==> src/rtl/step_ctrl_pkg.sv <==
// Shared definitions for step_controller: button FSM encoding, default timing
// constants and the counter-width helper.
package step_ctrl_pkg;

    localparam int DEBOUNCE_CYCLES_DEF = 1000000;   // 20 ms at 50 MHz
    localparam int RUN_DIV_DEF         = 25000000;  // 2 Hz at 50 MHz
    localparam int STEP_COUNT_W        = 16;

    typedef enum logic [2:0] {
        IDLE       = 3'd0,
        DB_PRESS   = 3'd1,
        FIRE       = 3'd2,
        HELD       = 3'd3,
        DB_RELEASE = 3'd4
    } btn_state_t;

    // Bits needed for a counter that runs 0..n-1 (never narrower than 1).
    function automatic int cnt_width(input int n);
        return (n > 2) ? $clog2(n) : 1;
    endfunction

endpackage

==> src/rtl/step_controller_if.sv <==
// Signal bundle between the board controls and step_controller.
// master drives the raw controls; slave (the controller) drives the step outputs.
interface step_controller_if;
    import step_ctrl_pkg::*;

    logic                    stepBtn;
    logic                    runSw;
    logic                    halt;
    logic                    stepEn;
    logic [STEP_COUNT_W-1:0] stepCount;
    logic                    running;

    modport master (
        output stepBtn, runSw, halt,
        input  stepEn, stepCount, running
    );

    modport slave (
        input  stepBtn, runSw, halt,
        output stepEn, stepCount, running
    );

endinterface

==> src/rtl/step_controller_btn_sync.sv <==
// Two-flop synchronizer for an asynchronous board input into the clk50M domain.
// Both stages clear on reset so a level held through reset looks like a fresh edge.
module btn_sync (
    input  logic clk50M,
    input  logic reset,
    input  logic async_in,
    output logic sync_out
);
    logic meta;

    always_ff @(posedge clk50M) begin
        if (reset) begin
            meta     <= 1'b0;
            sync_out <= 1'b0;
        end else begin
            meta     <= async_in;
            sync_out <= meta;
        end
    end

endmodule

==> src/rtl/step_controller.sv <==
// Step-enable generator: debounced single-step button plus optional run mode.
// Define STEP_CTRL_RUN_EN to compile in the runSw-driven free-running divider.
//
// state      | meaning
// -----------+-----------------------------------------------------
// IDLE       | button released, waiting for a synced press
// DB_PRESS   | press seen, counting stable-high cycles
// FIRE       | press accepted, one-cycle step request
// HELD       | button still down after firing, waiting for release
// DB_RELEASE | release seen, counting stable-low cycles
module step_controller
    import step_ctrl_pkg::*;
#(
    parameter int DEBOUNCE_CYCLES = DEBOUNCE_CYCLES_DEF,
    parameter int RUN_DIV         = RUN_DIV_DEF
) (
    input  logic             clk50M,
    input  logic             reset,
    step_controller_if.slave bus
);

    localparam int             DBW     = cnt_width(DEBOUNCE_CYCLES);
    localparam logic [DBW-1:0] DB_LAST = DBW'(DEBOUNCE_CYCLES - 1);

    if (DEBOUNCE_CYCLES < 1 || RUN_DIV < 2) begin : g_param_check
        $error("step_controller: need DEBOUNCE_CYCLES >= 1 and RUN_DIV >= 2");
    end

    logic                    btn_s;
    btn_state_t              state;
    btn_state_t              state_next;
    logic [DBW-1:0]          db_cnt;
    logic [DBW-1:0]          db_cnt_next;
    logic                    btn_fire;
    logic                    run_mode;
    logic                    run_tick;
    logic                    step_d;
    logic                    step_en_q;
    logic [STEP_COUNT_W-1:0] count_q;

    btn_sync u_btn_sync (
        .clk50M   (clk50M),
        .reset    (reset),
        .async_in (bus.stepBtn),
        .sync_out (btn_s)
    );

    always_ff @(posedge clk50M) begin
        if (reset) begin
            state  <= IDLE;
            db_cnt <= '0;
        end else begin
            state  <= state_next;
            db_cnt <= db_cnt_next;
        end
    end

    always_comb begin
        state_next  = state;
        db_cnt_next = db_cnt;
        case (state)
            IDLE: begin
                if (btn_s) begin
                    state_next  = DB_PRESS;
                    db_cnt_next = '0;
                end
            end
            DB_PRESS: begin
                if (!btn_s) begin
                    state_next = IDLE;
                end else if (db_cnt == DB_LAST) begin
                    state_next = FIRE;
                end else begin
                    db_cnt_next = db_cnt + DBW'(1);
                end
            end
            FIRE: begin
                state_next = HELD;
            end
            HELD: begin
                if (!btn_s) begin
                    state_next  = DB_RELEASE;
                    db_cnt_next = '0;
                end
            end
            DB_RELEASE: begin
                if (btn_s) begin
                    state_next = HELD;
                end else if (db_cnt == DB_LAST) begin
                    state_next = IDLE;
                end else begin
                    db_cnt_next = db_cnt + DBW'(1);
                end
            end
            default: begin
                state_next  = IDLE;
                db_cnt_next = '0;
            end
        endcase
    end

    // Registering on the edge that enters FIRE puts stepEn in the FIRE cycle itself.
    assign btn_fire = (state_next == FIRE);

`ifdef STEP_CTRL_RUN_EN
    localparam int             RDW      = cnt_width(RUN_DIV);
    localparam logic [RDW-1:0] RUN_LAST = RDW'(RUN_DIV - 1);

    logic           run_s;
    logic           run_s_q;
    logic           run_changed;
    logic [RDW-1:0] div_cnt;

    btn_sync u_run_sync (
        .clk50M   (clk50M),
        .reset    (reset),
        .async_in (bus.runSw),
        .sync_out (run_s)
    );

    assign run_changed = (run_s != run_s_q);

    always_ff @(posedge clk50M) begin
        if (reset) begin
            run_s_q <= 1'b0;
            div_cnt <= '0;
        end else begin
            run_s_q <= run_s;
            if (run_changed) begin
                div_cnt <= '0;
            end else if (run_s && !bus.halt) begin
                div_cnt <= (div_cnt == RUN_LAST) ? '0 : div_cnt + RDW'(1);
            end
        end
    end

    assign run_mode    = run_s;
    assign run_tick    = run_s && !run_changed && !bus.halt && (div_cnt == RUN_LAST);
    assign bus.running = run_s && !bus.halt && !reset;
`else
    assign run_mode    = 1'b0;
    assign run_tick    = 1'b0;
    assign bus.running = 1'b0;
`endif

    // The back-to-back guard only matters on the edge where run mode switches off.
    assign step_d = !bus.halt && !step_en_q && (run_mode ? run_tick : btn_fire);

    always_ff @(posedge clk50M) begin
        if (reset) begin
            step_en_q <= 1'b0;
            count_q   <= '0;
        end else begin
            step_en_q <= step_d;
            if (step_d) begin
                count_q <= count_q + STEP_COUNT_W'(1);
            end
        end
    end

    assign bus.stepEn    = step_en_q;
    assign bus.stepCount = count_q;

endmodule

==> src/flat_wrapper.sv <==
// flat-port wrapper written by rule: the top's interface ports become plain ports
module step_controller_flat import step_ctrl_pkg::*;
#(
    parameter int DEBOUNCE_CYCLES = DEBOUNCE_CYCLES_DEF,
    parameter int RUN_DIV         = RUN_DIV_DEF
)
  (clk50M, reset, bus_stepBtn, bus_runSw, bus_halt, bus_stepEn, bus_stepCount, bus_running);
  step_controller_if bus_i ();
  input  logic clk50M;
  input  logic reset;
  input wire logic [$bits(bus_i.stepBtn)-1:0] bus_stepBtn;
  input wire logic [$bits(bus_i.runSw)-1:0] bus_runSw;
  input wire logic [$bits(bus_i.halt)-1:0] bus_halt;
  output wire logic [$bits(bus_i.stepEn)-1:0] bus_stepEn;
  output wire logic [$bits(bus_i.stepCount)-1:0] bus_stepCount;
  output wire logic [$bits(bus_i.running)-1:0] bus_running;
  assign bus_i.stepBtn = bus_stepBtn;
  assign bus_i.runSw = bus_runSw;
  assign bus_i.halt = bus_halt;
  assign bus_stepEn = bus_i.stepEn;
  assign bus_stepCount = bus_i.stepCount;
  assign bus_running = bus_i.running;
  step_controller #(.DEBOUNCE_CYCLES(DEBOUNCE_CYCLES), .RUN_DIV(RUN_DIV)) u_core (.clk50M(clk50M), .reset(reset), .bus(bus_i));
endmodule
==> config.mk <==
export PLATFORM = sky130hd
export DESIGN_NAME = step_controller_flat
export DESIGN_NICKNAME = d
export VERILOG_FILES = /design/src/rtl/step_ctrl_pkg.sv /design/src/rtl/step_controller_if.sv /design/src/rtl/step_controller_btn_sync.sv /design/src/rtl/step_controller.sv /design/src/flat_wrapper.sv
export SDC_FILE = /design/constraint.sdc
export NUM_CORES = 1
export LEC_CHECK = 0
export ABC_CLOCK_PERIOD_IN_PS = 2250
export BUFFER_PORTS_ARGS = -buffer_cell sky130_fd_sc_hd__buf_4
export CAP_MARGIN = 5
export CORE_AREA = 5 5 74 90
export CTS_CLUSTER_SIZE = 12
export DETAILED_ROUTE_END_ITERATION = 6
export DIE_AREA = 0 0 79 95
export GPL_TIMING_DRIVEN = 0
export HOLD_SLACK_MARGIN = 0.12
export SLEW_MARGIN = 5
export SYNTH_ARGS = -nofsm -noshare
export SYNTH_HDL_FRONTEND = slang
export SYNTH_SLANG_ARGS = --single-unit
==> constraint.sdc <==
create_clock -name clk50M -period 2.25 [get_ports clk50M]
set_input_delay 0.225 -clock clk50M [delete_from_list [all_inputs] [get_ports clk50M]]
set_output_delay 0.225 -clock clk50M [all_outputs]
set_load 0.01 [all_outputs]
# ---- Word level (Yosys, flattened, before mapping)
# Cells that the tools add are included.
dict set report op_classes {
  add_sub_neg 2
  eq_ne 10
  n_mux 13
  n_bitwise 1
  reduce_logical 6
}
# op count
set op_table {}
lappend op_table {{two-way mux 20 bit} 5}
lappend op_table {{one-hot mux 20 bit (5 select lines)} 1}
lappend op_table {{adder 20 x 1 -> 20 bit (second input constant)} 1}
lappend op_table {{== test 20 bit (second input constant)} 1}
lappend op_table {{two-way mux 3 bit} 6}
lappend op_table {{adder 16 x 1 -> 16 bit (second input constant)} 1}
lappend op_table {{one-hot mux 3 bit (5 select lines)} 1}
lappend op_table {{== test 3 x 2 -> 1 bit (second input constant)} 3}
lappend op_table {{!= test 2 bit (second input constant)} 4}
lappend op_table {{AND reduction 5 bit} 1}
lappend op_table {{== test 3 x 1 -> 1 bit (second input constant)} 1}
lappend op_table {{== test 3 bit (second input constant)} 1}
lappend op_table {{zero test 3 bit} 1}
lappend op_table {{logical AND 1 bit} 2}
lappend op_table {{zero test 1 bit} 2}
lappend op_table {{NOT 1 bit} 1}
dict set report word_totals {
  register_bits 42
  inputBits 5
  output_inout_bits 18
  wordCells 38
}

# ---- Depth between registers and ports, before layout
dict set report depth {
  ltp_word 6
  ltp_mapped 8
  mapped_depth_nobuf 6
}

# ---- Modules after synthesis
# Synthesis repeated with hierarchy kept, for this count alone.
dict set report hier_totals {
  hier_cells 266
  hier_area_um2 2187.1
}
# mod instances cells_per_inst area_per_inst_um2 seq_area_each_um2
set modules_own_cells {}
lappend modules_own_cells {step_controller 1 262 2134.5 800.8}
lappend modules_own_cells {btn_sync 1 4 52.6 40.0}

# ---- Worst setup path before layout
# No wires, ideal clock.
dict set report synth_path {
  path_kind {register to register}
  start {reg u_core.db_cnt[0]}
  end {reg u_core.count_q[13] (netlist: u_core.bus.stepCount[13])}
  setup_ns 0.070
  arrival_time_ns 2.062
  required_time_ns 2.180
  path_slack_ns 0.117
  path_stages_with_launch 9
  cell_sequence {dfxtp_1 -> ha_1 -> and3_1 -> clkbuf_1 -> and3_1 -> clkbuf_1 -> nand4_4 -> or4_1 -> a21oi_1}
}
dict set report synth_via {
  elab_chain_len 6
  word_cells_on_any_way 8
}
# item line_no
set synth_lines {}
lappend synth_lines {{start: declaration} step_controller.sv:32} ;# logic [DBW-1:0] db_cnt;
lappend synth_lines {{start signal: assignment} step_controller.sv:54} ;# db_cnt <= db_cnt_next;
lappend synth_lines {{== test 20 bit *} {step_controller.sv:71, step_controller.sv:89}}
lappend synth_lines {{two-way mux 3 bit, on equally long branches} {step_controller.sv:89, step_controller.sv:71}}
lappend synth_lines {{two-way mux 3 bit, on equally long branches} {step_controller.sv:87, step_controller.sv:69}}
lappend synth_lines {{one-hot mux 3 bit (5 select lines) *} step_controller.sv:61} ;# case (state)
lappend synth_lines {{== test 3 x 2 -> 1 bit *} step_controller.sv:103} ;# assign btn_fire = (state_next == FIRE);
lappend synth_lines {{logical AND 1 bit *} step_controller.sv:147} ;# assign step_d = !bus.halt && !step_en_q && (run_mode ? run_tick : btn_fire);
lappend synth_lines {{end signal: assignment} step_controller.sv:156} ;# count_q <= count_q + STEP_COUNT_W'(1);
lappend synth_lines {{end: declaration} step_controller.sv:39} ;# logic [STEP_COUNT_W-1:0] count_q;
# Every way passes the cells marked *; elsewhere a longest branch is shown, timed or not.
# A chain may end at the register's enable or synchronous reset.

# ---- Worst setup path after layout
dict set report layout_path {
  start {reg u_core.db_cnt[14]}
  end {reg u_core.count_q[12] (netlist: u_core.bus.stepCount[12])}
}
# The elaborated chain is that of the path after synthesis.

==> metrics.md <==
| Metric | Value |
|---|---|
| Worst path max stage delay | `0.51 ns` |
| Leakage power | `0.848 nW` |
| Die footprint | `7510 sq um` |
| FF-to-FF End | `u_core.bus.stepCount[12]` |
| Final setup margin | `0.0961 ns` |
| Syn Nets | `272` |
| Worst Tran Pin Value | `0.573 ns` |
| Core area | `5780 sq um` |
| Metal3 WL | `143 um` |
| R2R Path Start | `u_core.db_cnt[14]` |
| Post-Route Setup TNS | `0 ns` |
| Die X-Extent | `79 um` |
| Initial DRT Pass Iterations | `4` |
| # rows | `31` |
| Port Buffers | `20` |
| Final ANT Viol Nets | `0` |
| Placer Congestion | `0.816` |
| Internal Power | `1.01 mW` |
| Crit path from | `u_core.db_cnt[14]` |
| Synth-to-layout area growth | `16.4%` |
| CTS Buffer Depth | `2` |
| Root buffer cell | `clkbuf_8` |
| Maximum VDD drop | `257 uV` |
| Final Util | `0.441` |
| Logic gate share of total power | `0.037` |
| Worst Hold Margin | `0.144 ns` |
| NetSw | `0.299 mW` |
| DR top layer | `met4` |
| Min-delay worst type | `in2reg` |
| Worst clock skew | `0.00702 ns` |
| Crit path max-delay cell type | `or4b_4` |
| Slew Viols, Final | `0` |
| Clk pwr share | `0.390` |
| DP Worst Slack | `-0.307 ns` |
| Worst-path cell chain | `or4b_4 -> nor4_4 -> buf_4 -> buf_4 -> nand3_2 -> or3_1 -> a21oi_1` |
| R2R setup slack | `0.1 ns` |
| Gr usage total | `0.154` |
| Cell variety after synth | `44` |
| Met2 Wirelength | `2720 um` |
| RSZ-0062 raised after global routing | `true` |
| Nets@finish | `297` |
| Avg Synthesized Cell Area | `8.27 sq um` |
| Startpoint types | `flop` |
| Clk slew on worst S/H paths | `0.08 ns` |
| Initial antenna violation count | `0` |
| Top Ports | `23` |
| Gr ovfl total | `0` |
| Clock sinks | `42` |
| Critical Path AT | `2.38 ns` |
| Reg2Reg Depth | `7` |
| Mapped Cells | `265` |
| Post-DP HPWL | `3910 um` |
| 1st-iter DRT viols | `104` |
| Status | `finished, final reports clean` |
| Latest clock arrival within the worst-skew pair | `0.29 ns` |
| Inserted Diodes | `0` |
| FMAX | `0.464 GHz` |
| Final Hold Viols | `0` |
| Max Fanout on Critical Path | `10` |
| CTS Buf Count | `5` |
| Buf/Inv on CP | `2` |
| Vias/cell | `5.78` |
| Worst EP required | `2.48 ns` |
| Die Ht | `95 um` |
| Min-Delay Path Depth | `2` |
| #FFs+latches synth | `42` |
| DRT Wirelength | `5440 um` |
| Worst setup path endpoint | `u_core.bus.stepCount[12]` |
| Switching Share | `0.229` |
| CTS tree | `built` |
| Sequential fraction of the synthesis area | `0.384` |
| Total vias in the final route | `2063` |
| Vias in the first global route | `2006` |
| Drt wl/cell | `15.2 um` |
| Async S/R FF share, synth | `0` |
| Most frequent cells in the layout | `dfxtp_1, a21oi_1, buf_4` |
| First-pass GRT wire length | `9250 um` |
| Synthesized cell area | `2190 sq um` |
| Largest delay share family, worst path | `simple AND/OR/NAND/NOR gates` |
| Drt drc | `0` |
| Leading cell type in the layout, fill and taps excluded | `dfxtp_1` |
| Ys Warns | `0` |
| Most used cell along the critical path | `buf_4` |
| WL met1 | `2460 um` |
| Number of synthesized flops with an enable pin | `0` |
| Flop pwr share | `0.573` |
| WS Path Type | `reg2reg` |
| Layout cells sized above 1 | `0.168` |
| Final Cycle Share | `0.957` |
| Pin count of the biggest net entering global routing | `13` |
| Final critical-path required period | `2.15 ns` |
| Ys flop type | `dfxtp_1` |
| Worst setup EP type | `flop` |
| Pwr/cell area | `513 nW/um^2` |
| Crit path depth | `7` |
| Endpoints failing setup | `0` |
| Initial cell density of the core | `0.379` |
| H-Tree Depth | `2` |
| Worst slew margin | `0.615` |
| Max Cap Viol | `0` |
-- worst reg2reg max path: stages, from the launching register on --
cell and delay [ns]:
dfxtp_1 0.45, or4b_4 0.51, nor4_4 0.13, buf_4 0.18, buf_4 0.19, nand3_2 0.12, or3_1 0.37, a21oi_1 0.14
-- routing by layer --
metal	global-route usage	vias up
met2	0.274	31
met4	0.0544	0
met1	0.178	979
met5	0	-
li1	-	1042
met3	0.0363	11
-- Yosys cell counts, drive strengths merged, types with 3 or more instances --
cell type	count	area share
o21ai	13	0.030
inv	5	0.0086
nand2b	4	0.011
o31ai	8	0.027
nor3	4	0.0091
or2	3	0.0086
or3	11	0.031
and4	4	0.016
clkbuf	11	0.019
and3	10	0.029
a2111oi	5	0.020
and2	4	0.011
a21oi	26	0.059
xor2	6	0.024
xnor2	7	0.028
or4	8	0.027
nor2	19	0.033
nand4	15	0.050
dfxtp	42	0.38
buf	3	0.0091
nand3	14	0.034
nand2	20	0.034
-- power groups by stage --
stage	Clock, mW	Combinational, mW	Sequential, mW
floorplan	0	0.0302	0.767
global placement	0	0.0467	0.768
detailed placement	0	0.0468	0.768
CTS	0.529	0.0487	0.750
global route	0.561	0.0542	0.751
finish	0.511	0.0478	0.750
-- registers in the layout (all words and copies together) (netlist names) --
register	cells
u_core.u_btn_sync.meta	1
u_core.u_btn_sync.sync_out	1
u_core.bus.stepCount	16
u_core.state	3
u_core.bus.stepEn	1
u_core.db_cnt	20
-- cell families (layout without fill, tap and decap cells) --
group | after synthesis | in the layout | share of synthesized area
simple gates | 126 | 126 | 0.340
flops | 42 | 42 | 0.384
xor+xnor | 13 | 13 | 0.0520
other cells | 1 | 1 | 0.00171
compound gates | 61 | 61 | 0.170
fa+ha+maj | 2 | 2 | 0.0114
buf+inv | 19 | 45 | 0.0365
mux | 1 | 1 | 0.00457
-- final cells by class --
class	instances	area [sq um]
well taps	66	82.6
inverters	5	18.8
clock inverters	1	5.00
fillers	590	3230
plain buffers	10	48.8
flip-flops and latches	42	841
repair buffers	22	168
clock buffers	7	86.3
multi-input cells	204	1300
-- what timing repair did --
item / in CTS / in global routing
pin swaps: 1 / 0
endpoints found under the setup margin: 27 / 19
hold buffers: 1 / 0
endpoints found under the hold margin: 1 / 0
buffers inserted: 1 / 0
gates resized for setup: 4 / 9
cloned: 0 / 0
-- stage by stage --
stage	total power [mW]	cells	area, sq um
2_1_floorplan	0.797	265	2190
5_1_grt	1.37	357	2550
3_5_place_dp	0.815	351	2420
4_1_cts	1.33	358	2530
6_report	1.31	357	2550
3_3_place_gp	0.814	351	2420
-- worst min-delay path by stage --
| stage | startpoint | endpoint |
|---|---|---|
| after detailed placement | u_core.u_btn_sync.meta | u_core.u_btn_sync.sync_out |
| after floorplan | reset | u_core.u_btn_sync.meta |
| after CTS | bus_stepBtn | u_core.u_btn_sync.meta |
| final | bus_stepBtn | u_core.u_btn_sync.meta |
| after global routing | bus_stepBtn | u_core.u_btn_sync.meta |
| after global placement | u_core.u_btn_sync.meta | u_core.u_btn_sync.sync_out |
(Power assumes the default switching activity.)
